`config.mk`:
```
export PLATFORM = sky130hd
export DESIGN_NAME = ram_arbiter
export DESIGN_NICKNAME = d
export VERILOG_FILES = /design/src/rtl/ram_arbiter.sv
export SDC_FILE = /design/constraint.sdc
export NUM_CORES = 1
export LEC_CHECK = 0
export CAP_MARGIN = 20
export CELL_PAD_IN_SITES_DETAIL_PLACEMENT = 0
export CELL_PAD_IN_SITES_GLOBAL_PLACEMENT = 2
export CORE_UTILIZATION = 26
export CTS_CLUSTER_DIAMETER = 120
export CTS_CLUSTER_SIZE = 25
export DETAILED_ROUTE_END_ITERATION = 10
export GPL_TIMING_DRIVEN = 0
export PLACE_DENSITY_LB_ADDON = 0.1
export SLEW_MARGIN = 25
export SYNTH_ARGS = -nofsm -noshare
export SYNTH_HDL_FRONTEND = slang
export SYNTH_SLANG_ARGS = --single-unit
```
`constraint.sdc`:
```
create_clock -name clk_i -period 3 [get_ports clk_i]
set_input_delay 0.3 -clock clk_i [delete_from_list [all_inputs] [get_ports clk_i]]
set_output_delay 0.3 -clock clk_i [all_outputs]
set_load 0.01 [all_outputs]
```
`src/rtl/ram_arbiter.sv`:
```
`default_nettype none
// ============================================================================
//  Module   : ram_arbiter
//  Purpose  : Two-port arbiter for a single-port 64 KB RAM (8-bit data,
//             one-cycle read latency). Port A (CPU) has priority; port B
//             (DMA/video) gets forced priority after MAX_WAIT denied cycles.
//             Read data is routed back to the issuing port with a strobe.
//  Revision : 1.0  initial release
// ============================================================================
module ram_arbiter #(
  parameter int MAX_WAIT = 3,
  parameter int WAIT_W   = 4
) (
  input  logic        clk_i,
  input  logic        rst_ni,
  // Port A (CPU)
  input  logic        a_req_i,
  input  logic [15:0] a_addr_i,
  input  logic        a_we_i,
  input  logic [7:0]  a_wdata_i,
  output logic        a_ack_o,
  output logic        a_rvalid_o,
  output logic [7:0]  a_rdata_o,
  // Port B (DMA / video fetch)
  input  logic        b_req_i,
  input  logic [15:0] b_addr_i,
  input  logic        b_we_i,
  input  logic [7:0]  b_wdata_i,
  output logic        b_ack_o,
  output logic        b_rvalid_o,
  output logic [7:0]  b_rdata_o,
  // RAM side
  output logic [15:0] ram_addr_o,
  output logic        ram_we_o,
  output logic [7:0]  ram_dbw_o,
  input  logic [7:0]  ram_dbr_i
);

  localparam logic [WAIT_W-1:0] C_MAX_WAIT = WAIT_W'(MAX_WAIT);
  localparam logic [WAIT_W-1:0] C_CNT_SAT  = '1;

  // Which port (if any) owns the RAM output in the current cycle
  typedef enum logic [1:0] {
    OWN_NONE = 2'd0,
    OWN_A    = 2'd1,
    OWN_B    = 2'd2
  } owner_e;

  logic [WAIT_W-1:0] wait_cnt_q, wait_cnt_d;
  logic [15:0]       addr_q;
  owner_e            rd_owner_q, rd_owner_d;
  logic [7:0]        a_hold_q, b_hold_q;

  logic force_b;
  logic grant_a;
  logic grant_b;

  // Grant decision; both grants are suppressed while reset is asserted
  always_comb begin
    force_b = (wait_cnt_q >= C_MAX_WAIT);
    grant_b = rst_ni & b_req_i & (~a_req_i | force_b);
    grant_a = rst_ni & a_req_i & ~grant_b;
  end

  assign a_ack_o = grant_a;
  assign b_ack_o = grant_b;

  // RAM drive mux; idle cycles keep the last address so RAM output is stable
  always_comb begin
    ram_addr_o = addr_q;
    ram_we_o   = 1'b0;
    ram_dbw_o  = 8'h00;
    if (grant_a) begin
      ram_addr_o = a_addr_i;
      ram_we_o   = a_we_i;
      ram_dbw_o  = a_wdata_i;
    end else if (grant_b) begin
      ram_addr_o = b_addr_i;
      ram_we_o   = b_we_i;
      ram_dbw_o  = b_wdata_i;
    end
  end

  // Next-state for starvation counter and read-return owner
  always_comb begin
    wait_cnt_d = '0;
    if (b_req_i && !grant_b) begin
      wait_cnt_d = (wait_cnt_q == C_CNT_SAT) ? wait_cnt_q : wait_cnt_q + 1'b1;
    end
    rd_owner_d = OWN_NONE;
    if (grant_a && !a_we_i) begin
      rd_owner_d = OWN_A;
    end else if (grant_b && !b_we_i) begin
      rd_owner_d = OWN_B;
    end
  end

  // Arbitration state, read owner and per-port read-data hold registers
  always_ff @(posedge clk_i or negedge rst_ni) begin
    if (!rst_ni) begin
      wait_cnt_q <= '0;
      addr_q     <= 16'h0000;
      rd_owner_q <= OWN_NONE;
      a_hold_q   <= 8'h00;
      b_hold_q   <= 8'h00;
    end else begin
      wait_cnt_q <= wait_cnt_d;
      rd_owner_q <= rd_owner_d;
      if (grant_a || grant_b) begin
        addr_q <= ram_addr_o;
      end
      if (rd_owner_q == OWN_A) begin
        a_hold_q <= ram_dbr_i;
      end
      if (rd_owner_q == OWN_B) begin
        b_hold_q <= ram_dbr_i;
      end
    end
  end

  // Read return: live RAM data during the valid cycle, held value otherwise
  assign a_rvalid_o = (rd_owner_q == OWN_A);
  assign b_rvalid_o = (rd_owner_q == OWN_B);
  assign a_rdata_o  = a_rvalid_o ? ram_dbr_i : a_hold_q;
  assign b_rdata_o  = b_rvalid_o ? ram_dbr_i : b_hold_q;

endmodule
`default_nettype wire

```
==> metrics.txt, run 1 <==
first-pass GRT wire length 8630 um; vias in the first global route 1684; period utilization 95.7%; clock network power share 25.9%; Vias 1648; Reg power frac 37.0%; Comb pwr share 37.1%; ys flop type dfrtp_1; largest net degree at the start of global routing 22; DPL Wire Length 4030 um; startpoint types register; Synth Net Count 217; critical path type register to primary output; CTS Buffer Depth 2; dpl cells 366; Clock Pin Slew Worst Setup and Hold Paths 0.08 ns; RSZ-0062 raised after global routing false; Worst setup EP type primary output; chip height 94.4 um; Clock Sinks 38; worst hold path type primary input to async pin; routability cong. 0.641; Die X 94.4 um; Post-synth ARST share 100%; Final Slew Violations 0; Post-synth EDFFs 0; Skew-Pair Late Insertion Delay 0.29 ns; Power Dens Cells 478 mW/mm^2; crit path max-delay cell type clkdlybuf4s50_1; antenna cells 0; routed vias/inst 4.38; library cells used by synthesis 24; Tmin final 2.87 ns; Area Overhead vs Synth 59.4%; most frequent cells in the layout clkdlybuf4s50_1, dfrtp_1, mux2_2; initial antenna violation count 0; worst reg2reg endpoint addr_q[7]; Max Fclk 0.348 GHz; TritonCTS Buffers 5; Worst Path Required 2.70 ns; nets 333; H-tree depth 2; final clock skew 0.00722 ns; grt total ovfl 0; Antenna Nets Post-Route 0; Buf/Inv on CP 3; Mean Syn Cell Area 14.4 um^2; Yosys reg bits 38; final wirelength 5380 um; crit path cell chain ha_2 -> or4b_1 -> and3_4 -> buf_6 -> buf_8 -> nor2_1 -> clkdlybuf4s50_1; Filler Cells Inserted 813; Die ar. 0.00892 mm^2; commonest non-fill, non-tap cell in the layout clkdlybuf4s50_1; starting density of the core 26.9%; Port-buffer cells 106; CTS tree done; synthesized cell area 0.00222 mm^2; 1st-pass router iterations 5; Max-slew headroom 46.3%; CP Max Fanout 10; Ys Warns 0; crit path DAT 2.57 ns; max incr delay on CP 0.54 ns; register area share after synthesis 42.8%; Synth Instances 154; switching share of power 25.5%; total core area 0.00826 mm^2; Non-Filler Instances 376; Net Sw Power 0.000432 W; Tightest Pin Transition 0.803 ns; Power Internal 0.00126 W; Max Cap Viol 0; I/O pin cnt 107; endpoints failing setup 0; Root Driver clkbuf_8; layout cells sized above 1 35.1%; DRC viols 0; Power Total 0.00169 W; Fin. Hold Viols 0; Detailed Route Iter0 Violations 25; CP top delay family buffers and inverters; outcome completed; Leak 1.57 nW; Total GRT Usage 12.7%; VDD IR max 173 uV; Reg2Reg Setup Slack 0.95 ns; r2r startpoint wait_cnt_q[1]; row count 33; worst r2r path cells 6; DR WL/cell 14.3 um
-- cells by family after synthesis --
family | count (synthesis) | share of synthesized area, %
adder cells (fa/ha/maj) | 1 | 0.563
AND/OR/NAND/NOR | 26 | 6.59
XOR/XNOR | 1 | 0.394
flip-flops | 38 | 42.8
multiplexers | 74 | 43.5
buffers and inverters | 11 | 5.01
AO/OA/AOI/OAI | 3 | 1.07
-- sequential cells by signal, indices dropped and copies added, names as in the netlist --
signal / cells
b_hold_q: 8
a_hold_q: 8
addr_q: 16
rd_owner_q: 2
wait_cnt_q: 4
-- stage by stage --
stage / cell area [um^2] / hold slack, ns / worst slack (ns) / util, % / TNS (ns)
final: 3540 / 0.0281 / 0.130 / 42.9 / 0
after global routing: 3540 / 0.0338 / 0.0122 / 42.9 / 0
after CTS: 3540 / 0.0324 / 0.114 / 42.9 / 0
after detailed placement: 3440 / 0.298 / -0.0965 / 41.6 / -0.658
after global placement: 3410 / 0.478 / -1.82 / 41.3 / -57.11
after floorplan: 2220 / 0.00441 / 0.787 / - / 0
-- power by group through the flow --
stage                     Clock, W  Sequential (W)  Combinational (W)
after floorplan                  0        0.000630           0.000335
after global placement           0        0.000634           0.000661
after detailed placement         0        0.000638           0.000667
after CTS                 0.000456        0.000627           0.000640
after global routing      0.000477        0.000638           0.000681
final                     0.000438        0.000626           0.000628
-- worst max-delay path by stage --
| stage | start | end | cells after the start | slack [ns] |
|---|---|---|---|---|
| after detailed placement | a_req_i | ram_addr_o[1] | 7 | -0.1 |
| after CTS | wait_cnt_q[1] | a_ack_o | 7 | 0.11 |
| after global routing | wait_cnt_q[1] | a_ack_o | 7 | 0.01 |
| after global placement | rst_ni | ram_addr_o[2] | 6 | -1.82 |
| after floorplan | wait_cnt_q[0] | ram_addr_o[0] | 6 | 0.79 |
| final | wait_cnt_q[1] | a_ack_o | 7 | 0.13 |
-- cell type report --
cell class | count | area (um^2) | share of cell area (%)
plain buffers | 10 | 108 | 3.04
clock buffers | 5 | 68.8 | 1.94
clock inverters | 3 | 45.0 | 1.27
inverters | 1 | 3.75 | 0.106
multi-input cells | 105 | 1160 | 32.9
flip-flops and latches | 38 | 951 | 26.9
well taps | 105 | 131 | 3.71
repair buffers | 109 | 1070 | 30.2
-- metal layers --
metal / track usage [%] / routed length [um]
met1: 16.8 / 2470
met2: 19.7 / 2410
met3: 4.11 / 443
met4: 3.85 / 62
met5: 0 / 0
-- Yosys cell counts, drive strengths merged (2+ instances only) --
cell type,instances,area [um^2]
nand2,2,7.51
clkbuf,3,11.3
nand3,2,10.0
dfrtp,38,951
mux2,73,957
nor2b,2,12.5
nor2,6,22.5
buf,7,96.3
and3,10,67.6
nor3,2,10.0
-- timing repair --
action,CTS,global route
buffers inserted,1,0
hold buffers,1,0
resized for setup,27,0
endpoints found under the hold margin,18,0
setup endpoints to repair,25,0
(Power assumes the default switching activity.)
==> inputs of run 2 (changes only) <==
Settings changed: CORE_MARGIN set to 4.
==> run 2 against run 1 <==
  * Sequential share of layout area is 0.095 points lower
  * Largest cell class unchanged
  * Highest routed layer unchanged
  * Combinational power is 0.6% higher
  * Clock-buffer cell count stayed put
  * Register-to-register slack hardly changed
  * Critical endpoint is now ram_addr_o[0]
==> metrics.txt, run 2 (synthesis gave the netlist of run 1 again) <==
DPL Wire Length 4230 um (+4.9%); commonest non-fill, non-tap cell in the layout clkdlybuf4s50_1; CP Max Fanout 25 (+15); Leak 1.58 nW (+0.48%); routed vias/inst 4.30 (-1.8%); worst reg2reg endpoint addr_q[14]; chip height 100 um (+6.4%); r2r startpoint wait_cnt_q[0]; I/O pin cnt 107 (unchanged); CTS Buffer Depth 2 (unchanged); H-tree depth 2 (unchanged); routability cong. 0.679 (+6.0%); Root Driver clkbuf_8; Max-slew headroom 51.6% (+5.4 points); Clock Sinks 38 (unchanged); critical path type primary input to primary output; max reg flops 16 (unchanged); Port-buffer cells 106 (unchanged); Largest Register addr_q; grt total ovfl 0 (unchanged); Detailed Route Iter0 Violations 16 (-36%); worst hold path type primary input to async pin; starting density of the core 26.9% (unchanged); Post-Route Setup TNS 0 ns (unchanged); dpl cells 366 (unchanged); row count 33 (unchanged); RSZ-0062 raised after global routing false; Clock Pin Slew Worst Setup and Hold Paths 0.08 ns (about the same); outcome completed; total core area 0.00826 mm^2 (unchanged); Max Fclk 0.345 GHz (-0.88%); endpoints failing setup 0 (unchanged); CTS tree done; Final Slew Violations 0 (unchanged); Vias 1627 (-1.3%); Tightest Pin Transition 0.723 ns (-0.0800 ns); post-route design area 0.00355 mm^2 (+0.35%); Tmin final 2.90 ns (+0.0255 ns); worst hold margin 0.498 ns (+0.470 ns); Skew-Pair Late Insertion Delay 0.28 ns (about the same); Die ar. 0.0101 mm^2 (+13%); startpoint types primary input; top flop regs addr_q: 16 flops, a_hold_q: 8 flops, b_hold_q: 8 flops; VDD IR max 152 uV (-12%); Worst setup EP type primary output; Non-Filler Instances 378 (+0.53%); DR WL/cell 14.8 um (+3.4%); Cell Area, Placed 0.00343 mm^2 (-0.22%); final clock skew 0.00280 ns (-0.00442 ns); Worst Path Required 2.70 ns (about the same); Reg2Reg Setup Slack 0.96 ns (about the same); Final Util 43.0% (+0.15 points); Total GRT Usage 11.1% (-1.6 points); antenna cells 0 (unchanged); layout cells sized above 1 35.2% (+0.11 points); Max Cap Viol 0 (unchanged); first-pass GRT wire length 8890 um (+3.0%); Fin. Hold Viols 0 (unchanged); 1st-pass router iterations 4 (-1); nets 335 (+0.60%); initial antenna violation count 0 (unchanged); worst r2r path cells 6 (unchanged); Antenna Nets Post-Route 0 (unchanged); Area Overhead vs Synth 60.0%; crit path DAT 2.60 ns (+0.03 ns); final wirelength 5590 um (+4.0%); DRC viols 0 (unchanged); Power Dens Cells 476 mW/mm^2 (-0.51%); vias in the first global route 1778 (+5.6%); TritonCTS Buffers 5 (unchanged); most frequent cells in the layout clkdlybuf4s50_1, dfrtp_1, mux2_2; Die X 100 um (+6.4%); largest net degree at the start of global routing 26 (+18%); period utilization 96.5% (+0.85 points)
## run 2: cell type report
type	count	area [um^2]
sequential	38	951
fill	791	4700
tap	105	131
inverter	1	3.75
timing repair buffer	111	1080
clock buffer	5	68.8
clock inverter	3	45.0
buffer	10	110
multi-input combinational	105	1160
## run 2: worst max-delay path by stage
stage | cells after the start | to | slack [ns] | start
finish | 8 | ram_addr_o[0] | 0.10 | rst_ni
global route | 7 | a_ack_o | 0.002 | wait_cnt_q[0]
CTS | 8 | ram_addr_o[0] | 0.02 | rst_ni
detailed placement | 7 | ram_addr_o[2] | -0.09 | a_req_i
global placement | 6 | ram_addr_o[1] | -1.81 | rst_ni
floorplan | 6 | ram_addr_o[0] | 0.79 | wait_cnt_q[0]
## run 2: repair_timing
action                                  in CTS  in global routing
gates cloned                                 0                  0
gates resized for setup                     27                  1
buffers inserted                             2                  0
hold buffers                                 2                  0
pin swaps                                    0                  0
endpoints found under the setup margin      25                  8
hold endpoints to repair                    16                  0
## run 2: stage by stage
| stage | total power (W) | setup slack (ns) |
|---|---|---|
| CTS | 0.00173 | 0.0173 |
| floorplan | 0.000966 | 0.787 |
| global route | 0.00179 | 0.00162 |
| finish | 0.00169 | 0.105 |
| global placement | 0.00130 | -1.81 |
| detailed placement | 0.00131 | -0.0871 |
## run 2: worst max-delay path: stages
cell,delay (ns)
dlygate4sd3_1,0.53
buf_2,0.14
buf_12,0.16
nand2_2,0.22
clkbuf_4,0.29
mux2_2,0.36
mux2_4,0.27
dlygate4sd2_1,0.29
## run 2: per-layer routing
| metal | vias to the layer above | wire length [um] | track usage [%] |
|---|---|---|---|
| met3 | 7 | 491 | 4.03 |
| met5 | - | 0 | 0 |
| met2 | 66 | 2580 | 17.9 |
| li1 | 795 | - | - |
| met4 | 0 | 62 | 3.11 |
| met1 | 759 | 2460 | 14.1 |
## run 2: power by group
part	total [W]	leakage [nW]	internal [W]	switching [W]
sequential	0.000625	0.458	0.000604	0.0000209
combinational	0.000632	1.07	0.000411	0.000221
clock	0.000433	0.0504	0.000247	0.000186
total	0.00169	1.58	0.00126	0.000427
